File: src/rtl/pwm_deadtime_gen_pkg.sv
// Shared definitions for the dead-time generator: per-channel FSM state
// encodings and default widths.
package pwm_defs;

  localparam int CHANNELS_DEF = 3;
  localparam int DT_WIDTH_DEF = 8;

  typedef enum logic [2:0] {
    ST_OFF  = 3'd0,
    ST_DT_H = 3'd1,
    ST_HIGH = 3'd2,
    ST_DT_L = 3'd3,
    ST_LOW  = 3'd4
  } state_t;

endpackage

File: src/rtl/pwm_deadtime_gen_if.sv
// Control/status bundle between the PWM stage, the fault source and the
// dead-time generator. The generator is the slave side.
interface pwm_deadtime_if
  import pwm_defs::*;
#(
  parameter int CHANNELS = CHANNELS_DEF,
  parameter int DT_WIDTH = DT_WIDTH_DEF
);

  logic                enable;
  logic [CHANNELS-1:0] pwm_in;
  logic [DT_WIDTH-1:0] dead_time;
  logic                fault_n;
  logic                fault_clear;
  logic [CHANNELS-1:0] hs_out;
  logic [CHANNELS-1:0] ls_out;
  logic                fault_latched;

  modport master (
    output enable, pwm_in, dead_time, fault_n, fault_clear,
    input  hs_out, ls_out, fault_latched
  );

  modport slave (
    input  enable, pwm_in, dead_time, fault_n, fault_clear,
    output hs_out, ls_out, fault_latched
  );

endinterface

File: src/rtl/pwm_deadtime_gen_channel.sv
// One complementary gate-drive channel: a five-state FSM with a dead-time
// down-counter. hs and ls come from flops loaded with the decode of the next
// state, so they can never be high together.
//
//   state   | meaning
//   --------+-----------------------------------------------
//   OFF     | both switches off (reset, disabled or faulted)
//   DT_H    | dead time before turning the high side on
//   HIGH    | high side driven
//   DT_L    | dead time before turning the low side on
//   LOW     | low side driven
module pwm_deadtime_channel
  import pwm_defs::*;
#(
  parameter int DT_WIDTH = DT_WIDTH_DEF
) (
  input  logic                clk,
  input  logic                rst,
  input  logic                kill,
  input  logic                pwm,
  input  logic [DT_WIDTH-1:0] dead_time,
  output logic                hs,
  output logic                ls
);

  localparam logic [DT_WIDTH-1:0] CNT_ONE = DT_WIDTH'(1);

  state_t              state_q, state_d;
  logic [DT_WIDTH-1:0] cnt_q, cnt_d;
  logic                hs_q, hs_d;
  logic                ls_q, ls_d;

  // State, counter and drive registers.
  always_ff @(posedge clk or posedge rst) begin
    if (rst) begin
      state_q <= ST_OFF;
      cnt_q   <= '0;
      hs_q    <= 1'b0;
      ls_q    <= 1'b0;
    end else begin
      state_q <= state_d;
      cnt_q   <= cnt_d;
      hs_q    <= hs_d;
      ls_q    <= ls_d;
    end
  end

  // Next-state logic; kill overrides everything. An abort during a dead time
  // returns to the side just released, since the other side was never driven.
  always_comb begin
    state_d = state_q;
    cnt_d   = cnt_q;
    if (kill) begin
      state_d = ST_OFF;
    end else begin
      case (state_q)
        ST_OFF: begin
          state_d = pwm ? ST_DT_H : ST_DT_L;
          cnt_d   = dead_time;
        end
        ST_HIGH: begin
          if (!pwm) begin
            state_d = ST_DT_L;
            cnt_d   = dead_time;
          end
        end
        ST_LOW: begin
          if (pwm) begin
            state_d = ST_DT_H;
            cnt_d   = dead_time;
          end
        end
        ST_DT_L: begin
          if (pwm)                  state_d = ST_HIGH;
          else if (cnt_q <= CNT_ONE) state_d = ST_LOW;
          else                      cnt_d   = cnt_q - CNT_ONE;
        end
        ST_DT_H: begin
          if (!pwm)                 state_d = ST_LOW;
          else if (cnt_q <= CNT_ONE) state_d = ST_HIGH;
          else                      cnt_d   = cnt_q - CNT_ONE;
        end
        default: state_d = ST_OFF;
      endcase
    end
    hs_d = (state_d == ST_HIGH);
    ls_d = (state_d == ST_LOW);
  end

  assign hs = hs_q;
  assign ls = ls_q;

endmodule

File: src/rtl/pwm_deadtime_gen.sv
// Complementary gate-drive generator: fault synchronizer and sticky fault
// latch, a shared kill term, and one dead-time channel per PWM input.
module pwm_deadtime_gen
  import pwm_defs::*;
#(
  parameter int CHANNELS = CHANNELS_DEF,
  parameter int DT_WIDTH = DT_WIDTH_DEF
) (
  input  logic           clk,
  input  logic           rst,
  pwm_deadtime_if.slave  bus
);

  logic sync1_q, sync1_d;
  logic f_sync_q, f_sync_d;
  logic fault_q, fault_d;
  logic kill;

  logic [CHANNELS-1:0] hs_vec;
  logic [CHANNELS-1:0] ls_vec;

  // Two-flop synchronizer for the asynchronous fault input plus the latch.
  // Synchronizer resets to 1 so reset itself does not look like a fault.
  always_ff @(posedge clk or posedge rst) begin
    if (rst) begin
      sync1_q  <= 1'b1;
      f_sync_q <= 1'b1;
      fault_q  <= 1'b0;
    end else begin
      sync1_q  <= sync1_d;
      f_sync_q <= f_sync_d;
      fault_q  <= fault_d;
    end
  end

  // Latch sets while the synchronized fault is low; a clear is honoured only
  // when the fault has already gone away, so set always wins.
  always_comb begin
    sync1_d  = bus.fault_n;
    f_sync_d = sync1_q;
    fault_d  = !f_sync_q || (fault_q && !(bus.fault_clear && f_sync_q));
    kill     = !bus.enable || fault_q || !f_sync_q;
  end

  for (genvar g = 0; g < CHANNELS; g++) begin : g_ch
    pwm_deadtime_channel #(
      .DT_WIDTH (DT_WIDTH)
    ) u_ch (
      .clk       (clk),
      .rst       (rst),
      .kill      (kill),
      .pwm       (bus.pwm_in[g]),
      .dead_time (bus.dead_time),
      .hs        (hs_vec[g]),
      .ls        (ls_vec[g])
    );
  end

  assign bus.hs_out        = hs_vec;
  assign bus.ls_out        = ls_vec;
  assign bus.fault_latched = fault_q;

endmodule

File: src/flat_wrapper.sv
// flat-port wrapper written by rule: the top's interface ports become plain ports
module pwm_deadtime_gen_flat import pwm_defs::*;
#(
  parameter int CHANNELS = CHANNELS_DEF,
  parameter int DT_WIDTH = DT_WIDTH_DEF
)
  (clk, rst, bus_enable, bus_pwm_in, bus_dead_time, bus_fault_n, bus_fault_clear, bus_hs_out, bus_ls_out, bus_fault_latched);
  pwm_deadtime_if #(.CHANNELS(CHANNELS), .DT_WIDTH(DT_WIDTH)) bus_i ();
  input  logic clk;
  input  logic rst;
  input wire logic [$bits(bus_i.enable)-1:0] bus_enable;
  input wire logic [$bits(bus_i.pwm_in)-1:0] bus_pwm_in;
  input wire logic [$bits(bus_i.dead_time)-1:0] bus_dead_time;
  input wire logic [$bits(bus_i.fault_n)-1:0] bus_fault_n;
  input wire logic [$bits(bus_i.fault_clear)-1:0] bus_fault_clear;
  output wire logic [$bits(bus_i.hs_out)-1:0] bus_hs_out;
  output wire logic [$bits(bus_i.ls_out)-1:0] bus_ls_out;
  output wire logic [$bits(bus_i.fault_latched)-1:0] bus_fault_latched;
  assign bus_i.enable = bus_enable;
  assign bus_i.pwm_in = bus_pwm_in;
  assign bus_i.dead_time = bus_dead_time;
  assign bus_i.fault_n = bus_fault_n;
  assign bus_i.fault_clear = bus_fault_clear;
  assign bus_hs_out = bus_i.hs_out;
  assign bus_ls_out = bus_i.ls_out;
  assign bus_fault_latched = bus_i.fault_latched;
  pwm_deadtime_gen #(.CHANNELS(CHANNELS), .DT_WIDTH(DT_WIDTH)) u_core (.clk(clk), .rst(rst), .bus(bus_i));
endmodule
File: config.mk
export PLATFORM = sky130hd
export DESIGN_NAME = pwm_deadtime_gen_flat
export DESIGN_NICKNAME = d
export VERILOG_FILES = /design/src/rtl/pwm_deadtime_gen_pkg.sv /design/src/rtl/pwm_deadtime_gen_if.sv /design/src/rtl/pwm_deadtime_gen_channel.sv /design/src/rtl/pwm_deadtime_gen.sv /design/src/flat_wrapper.sv
export SDC_FILE = /design/constraint.sdc
export NUM_CORES = 1
export LEC_CHECK = 0
export ABC_AREA = 1
export CORE_ASPECT_RATIO = 0.9
export CORE_MARGIN = 10
export CORE_UTILIZATION = 50
export DETAILED_ROUTE_END_ITERATION = 7
export PLACE_DENSITY = 0.73
export SLEW_MARGIN = 20
export SYNTH_ARGS = -nofsm -noshare
export SYNTH_HDL_FRONTEND = slang
export SYNTH_SLANG_ARGS = --single-unit
File: constraint.sdc
create_clock -name clk -period 1.8 [get_ports clk]
set_input_delay 0.18 -clock clk [delete_from_list [all_inputs] [get_ports clk]]
set_output_delay 0.18 -clock clk [all_outputs]
set_load 0.02 [all_outputs]
* After elaboration in Yosys (flattened, before gate mapping) *
Index checks and enable logic that the tools add are counted.

storage, ports and cells
  bits in registers = 42
  bits of input ports = 16
  output and inout port bits = 7
  word-level logic and storage cells = 114

operators by class
  $add $sub $neg = 3
  $lt $le $gt $ge = 3
  equality and inequality tests = 30
  muxes and demuxes = 45
  bitwise logic cells = 1
  reductions and logical operators = 17

operator list
  operator                                                               count
  8-bit two-way mux                                                      15
  8-bit one-hot mux with 5 select lines                                  3
  3-bit two-way mux                                                      21
  3-bit one-hot mux with 5 select lines                                  3
  3-bit by 2-bit equality test with 1-bit output, second input constant  9
  8-bit by 1-bit <= comparator with 1-bit output, second input constant  3
  2-bit inequality test, second input constant                           12
  8-bit by 1-bit subtractor with 8-bit output, second input constant     3
  3-bit equality test, second input constant                             6
  6-bit AND reduction                                                    3
  5-bit nonzero test                                                     3
  3-bit by 1-bit equality test with 1-bit output, second input constant  3
  3-bit logical NOT                                                      3
  2-bit two-way mux                                                      3
  1-bit logical NOT                                                      3
  1-bit logical OR                                                       3
  1-bit logical AND                                                      2
  1-bit inverter                                                         1

* Logic depth before layout (Yosys ltp) *
  word-level depth = 6
  mapped depth = 10
  gate-level depth less buffers = 10

* Modules after synthesis *
Synthesis repeated with hierarchy kept, for this count alone.

second synthesis, totals
  cell total of the unflattened synthesis = 415
  area, all modules = 2700.1 µm²

modules (own cells, without submodules)
  module                                           times used  cells each  area an instance (µm²)  sequential area each (µm²)
  pwm_deadtime_channel at u_core.g_ch[1].u_ch ...  2           136         867.1                   325.3
  pwm_deadtime_channel at u_core.g_ch[0].u_ch      1           134         864.6                   325.3
  pwm_deadtime_gen                                 1           9           101.3                   77.6

* Worst setup path before layout *
Ideal clock, no wire load.

  path type = reg2reg
  start point = reg u_core.g_ch[2].u_ch.cnt_q[0]
  end point = reg u_core.g_ch[2].u_ch.cnt_q[0]
  setup time = 121 ps
  arrival time = 1450 ps
  data required time = 1679 ps
  slack = 229 ps
  cell stages (with the launch flop) = 11
  buffers on the path = 1
  clock period less this slack = 1571 ps
  cell sequence = dfrtp_1 -> inv_1 -> ha_1 -> nor2_1 -> nor2_1 -> nand3_1 -> nand2_2 -> nor2_4 -> buf_6 -> nand2_1 -> o21ai_2

between the ends
  cells in the longest elaborated chain, start to end = 4
  elaborated cells between the ends (all ways) = 6
  those cells by class = add/sub (1); order compare (1); mux (4)

ends and longest elaborated chain
  what                                                                                                                  RTL line                                                        RTL
  start, declared                                                                                                       pwm_deadtime_gen_channel.sv:29                                  logic [DT_WIDTH-1:0] cnt_q, cnt_d;
  start signal, assigned                                                                                                pwm_deadtime_gen_channel.sv:42                                  cnt_q <= cnt_d;
  8-bit by 1-bit subtractor with 8-bit output / 8-bit by 1-bit <= comparator with 1-bit output (equally long branches)  -
  8-bit two-way mux *                                                                                                   pwm_deadtime_gen_channel.sv:75, pwm_deadtime_gen_channel.sv:80
  8-bit two-way mux (on tied branches)                                                                                  pwm_deadtime_gen_channel.sv:79, pwm_deadtime_gen_channel.sv:74
  8-bit one-hot mux with 5 select lines *                                                                               pwm_deadtime_gen_channel.sv:56                                  case (state_q)

Mark *: on every way between the ends. The rest lies on a longest branch, timed or not. The select of a mux whose other input is x is not followed.
A chain may end at the register's enable or synchronous reset.

* Worst setup path in the final report *
  start point = reg u_core.g_ch[1].u_ch.cnt_q[0]
  end point = reg u_core.g_ch[1].u_ch.cnt_q[0]

between the ends
  cells in the longest elaborated chain, start to end = 4
  elaborated cells between the ends (all ways) = 6
  those cells by class = add/sub (1); order compare (1); mux (4)

ends and longest elaborated chain
  what                                                                                                                  RTL line
  start, declared                                                                                                       pwm_deadtime_gen_channel.sv:29
  start signal, assigned                                                                                                pwm_deadtime_gen_channel.sv:42
  8-bit by 1-bit subtractor with 8-bit output / 8-bit by 1-bit <= comparator with 1-bit output (equally long branches)  -
  8-bit two-way mux *                                                                                                   pwm_deadtime_gen_channel.sv:75, pwm_deadtime_gen_channel.sv:80
  8-bit two-way mux (on tied branches)                                                                                  pwm_deadtime_gen_channel.sv:79, pwm_deadtime_gen_channel.sv:74
  8-bit one-hot mux with 5 select lines *                                                                               pwm_deadtime_gen_channel.sv:56

Marked as above.

==> summary.md <==
| Metric | Value |
|---|---|
| Status | finished clean |
| Residual DRC count | 0 |
| Number of synthesis warnings | 0 |
| R2r startpoint | u_core.g_ch[1].u_ch.cnt_q[0]$_DFFE_PP0P_ |
| Site row count | 25 |
| RSZ-0062 raised after global routing | false |
| Crit Path Max Fanout | 9 |
| M3 GR Usage | 0.0383 |
| Post-synth EDFFs | 0 |
| Tmin final | 1660 ps |
| Leakage | 1.60 nW |
| Clock buffer depth | 2 |
| Final setup vio count | 0 |
| WL/cell | 12.6 um |
| Met2 usage | 0.229 |
| Grt ovf | 0 |
| Fin. Hold Viols | 0 |
| Critical path type | reg -> reg |
| Via/cell ratio | 5.05 |
| Worst min-delay path category | in -> async |
| Critical Path Source | u_core.g_ch[1].u_ch.cnt_q[0]$_DFFE_PP0P_ |
| Worst EP arrival | 1890 ps |
| Worst-case reg-to-reg path depth | 10 |
| Final hold slack | 136 ps |
| Max-slew headroom | 0.678 |
| Post-synth top area cell | dfrtp_1 |
| Gate Count Post-Synth | 409 |
| Worst R2R Setup Slack | 140 ps |
| PD cells | 849 mW/mm^2 |
| Total GRT Usage | 0.148 |
| Cell Area, Placed | 0.00308 mm^2 |
| First-pass GRT wire length | 11.2 mm |
| Core ar. | 0.00532 mm^2 |
| CTS root buf | clkbuf_8 |
| Most used DFF post-synth | dfrtp_1 |
| Met1 Use GR | 0.199 |
| Top cells by area, synth | dfrtp_1, nand2_1, inv_1 |
| Die height | 90.6 um |
| CTS Hold Bufs | 0 |
| Synth Area per Inst | 6.76 um^2 |
| Grt peak-use layer | met2 |
| Final slew viol count | 0 |
| Ant. Diodes | 0 |
| Setup TNS | 0 ps |
| Final period util | 0.923 |
| Max-cap check violation count | 0 |
| Initial antenna violation count | 0 |
| Skew final | 14.4 ps |
| IO Pins | 23 |
| Cts bufs inserted | 5 |
| Crit path required time | 2020 ps |
| CP peak stage delay | 390 ps |
| Slowest stage cell, crit path | dfrtp_1 |
| WP depth | 10 |
| Final HPWL DP | 4.96 mm |
| Yosys cell types | 27 |
| Clk_lat worst skew | 300 ps |
| Count leader, synth | nand2_1 |
| Post-route ant nets | 0 |
| Asr flop ratio synth | 1.00 |
| Share of the synthesized area in the top cell type | 0.362 |
| Share of cells above drive strength 1 | 0.0955 |
| Mapped Area | 0.00277 mm^2 |
| Drt initial violations | 135 |
| Worst Path Buf+Inv | 2 |
| Clock Sink Count | 42 |
| Initial Util | 0.520 |
| Critical path, cell by cell | inv_1 > ha_1 > nor2_1 > nor2_1 > nand2_1 > nor2_4 > nor2_4 > buf_4 > nand2_1 > o21ai_0 |
| Die area | 0.00891 mm^2 |
| Critical path endpoint category | flip-flop |
| Fmax | 602 MHz |
| FF-to-FF End | u_core.g_ch[1].u_ch.cnt_q[0]$_DFFE_PP0P_ |
| Pre-antenna DRT Iters | 4 |
| Design Area, Final | 0.00319 mm^2 |
| CTS tree | built |
| Worst-Margin Slew | 480 ps |
| CTS H-tree lvls | 2 |
| P&R area growth vs syn | 15.4% |
| Peak VDD IR | 0.539 mV |
| Vias in the first global route | 2,414 |
| Worst path top cell family by delay | simple AND/OR/NAND/NOR gates |
| I/O Buffers | 22 |
| CP Launch Type | flip-flop |
| GP Congestion | 0.895 |
| Synth Net Count | 431 |
| Crit path to | u_core.g_ch[1].u_ch.cnt_q[0]$_DFFE_PP0P_ |
| Largest net degree at the start of global routing | 32 |
| Wirelength, routed | 6.38 mm |
| Sequential element share of the synthesized area | 0.381 |
| Yosys reg bits | 42 |
| Top cells by count, synth | nand2_1, inv_1, nand3_1, nor2_1, dfrtp_1 |
| Clock slew seen by the registers of the worst setup and hold paths | 90 ps |
| Die Wd | 98.4 um |
| Net count, final | 461 |
| Via Count | 2,561 |
==> sequential cells by signal, indices dropped and copies added (netlist names) <==
register,flops
u_core.bus.fault_latched,1
u_core.f_sync_d,1
u_core.f_sync_q,1
u_core.g_ch.u_ch.cnt_q,24
u_core.g_ch.u_ch.hs,3
u_core.g_ch.u_ch.ls,3
u_core.g_ch.u_ch.state_q,9
==> power breakdown <==
group | leakage, nW | internal [W] | switching [W]
logic | 1.02 | 0.000331 | 0.000533
clock network | 0.0408 | 0.000277 | 0.000355
registers | 0.537 | 0.00108 | 0.000134
==> through the flow <==
stage	power, W	util	cells	worst slack [ps]
floorplan	0.00183	-	409	229
global placement	0.00206	0.578	498	111
detailed placement	0.00208	0.578	498	22.6
CTS	0.00271	0.596	506	124
global route	0.00293	0.600	507	3.16
finish	0.00271	0.600	507	138
==> cell families (layout without fill, tap and decap cells) <==
group,count (synthesis),in the layout,synth area share
compound gates,47,47,0.0900
fa+ha+maj,6,6,0.0271
buf+inv,74,105,0.120
flops,42,42,0.381
simple gates,240,240,0.382
==> layer usage <==
metal | vias to the layer above | share of wire
met4 | 0 | 0.0056
met5 | - | 0
met2 | 47 | 0.45
met3 | 2 | 0.051
met1 | 1173 | 0.49
li1 | 1339 | -
==> placed cells by master (no fill, tap or decap), types with 7 or more instances in the layout <==
cell type	netlist	layout
a21oi_1	7	7
buf_4	7	11
clkdlybuf4s50_1	0	22
dfrtp_1	40	40
inv_1	59	58
nand2_1	131	131
nand3_1	44	44
nor2_1	44	44
nor2_4	7	7
o21ai_0	32	32
==> cell type report <==
type                            instances  area [um^2]
Tap cell                               67         83.8
Sequential cell                        42         1050
Inverter                               62          235
Multi-Input combinational cell        293         1380
Clock inverter                          3         23.8
Fill cell                             480         2130
Timing Repair Buffer                   35          343
Clock buffer                            5         68.8
==> how the worst min path moves through the flow <==
stage,start,endpoint
after floorplan,bus_fault_n,u_core.f_sync_d$_DFF_PP1_
after global placement,u_core.f_sync_d$_DFF_PP1_,u_core.f_sync_q$_DFF_PP1_
after detailed placement,u_core.f_sync_d$_DFF_PP1_,u_core.f_sync_q$_DFF_PP1_
after CTS,rst,u_core.g_ch[2].u_ch.cnt_q[2]$_DFFE_PP0P_
after global routing,rst,u_core.g_ch[2].u_ch.cnt_q[2]$_DFFE_PP0P_
final,rst,u_core.g_ch[2].u_ch.cnt_q[2]$_DFFE_PP0P_
==> worst register-to-register path, delay by kind of cell, from the launching register on <==
kind / cells / cell delay (ps)
AND/OR/NAND/NOR: 6 / 610
flip-flops: 1 / 390
buffers and inverters: 2 / 270
adder cells (fa/ha/maj): 1 / 250
AO/OA/AOI/OAI: 1 / 70
==> timing repair <==
item,CTS,global route
resized for setup,0,1
setup buffers,0,1
setup endpoints to repair,0,4
Power figures use the tool's default switching activity.
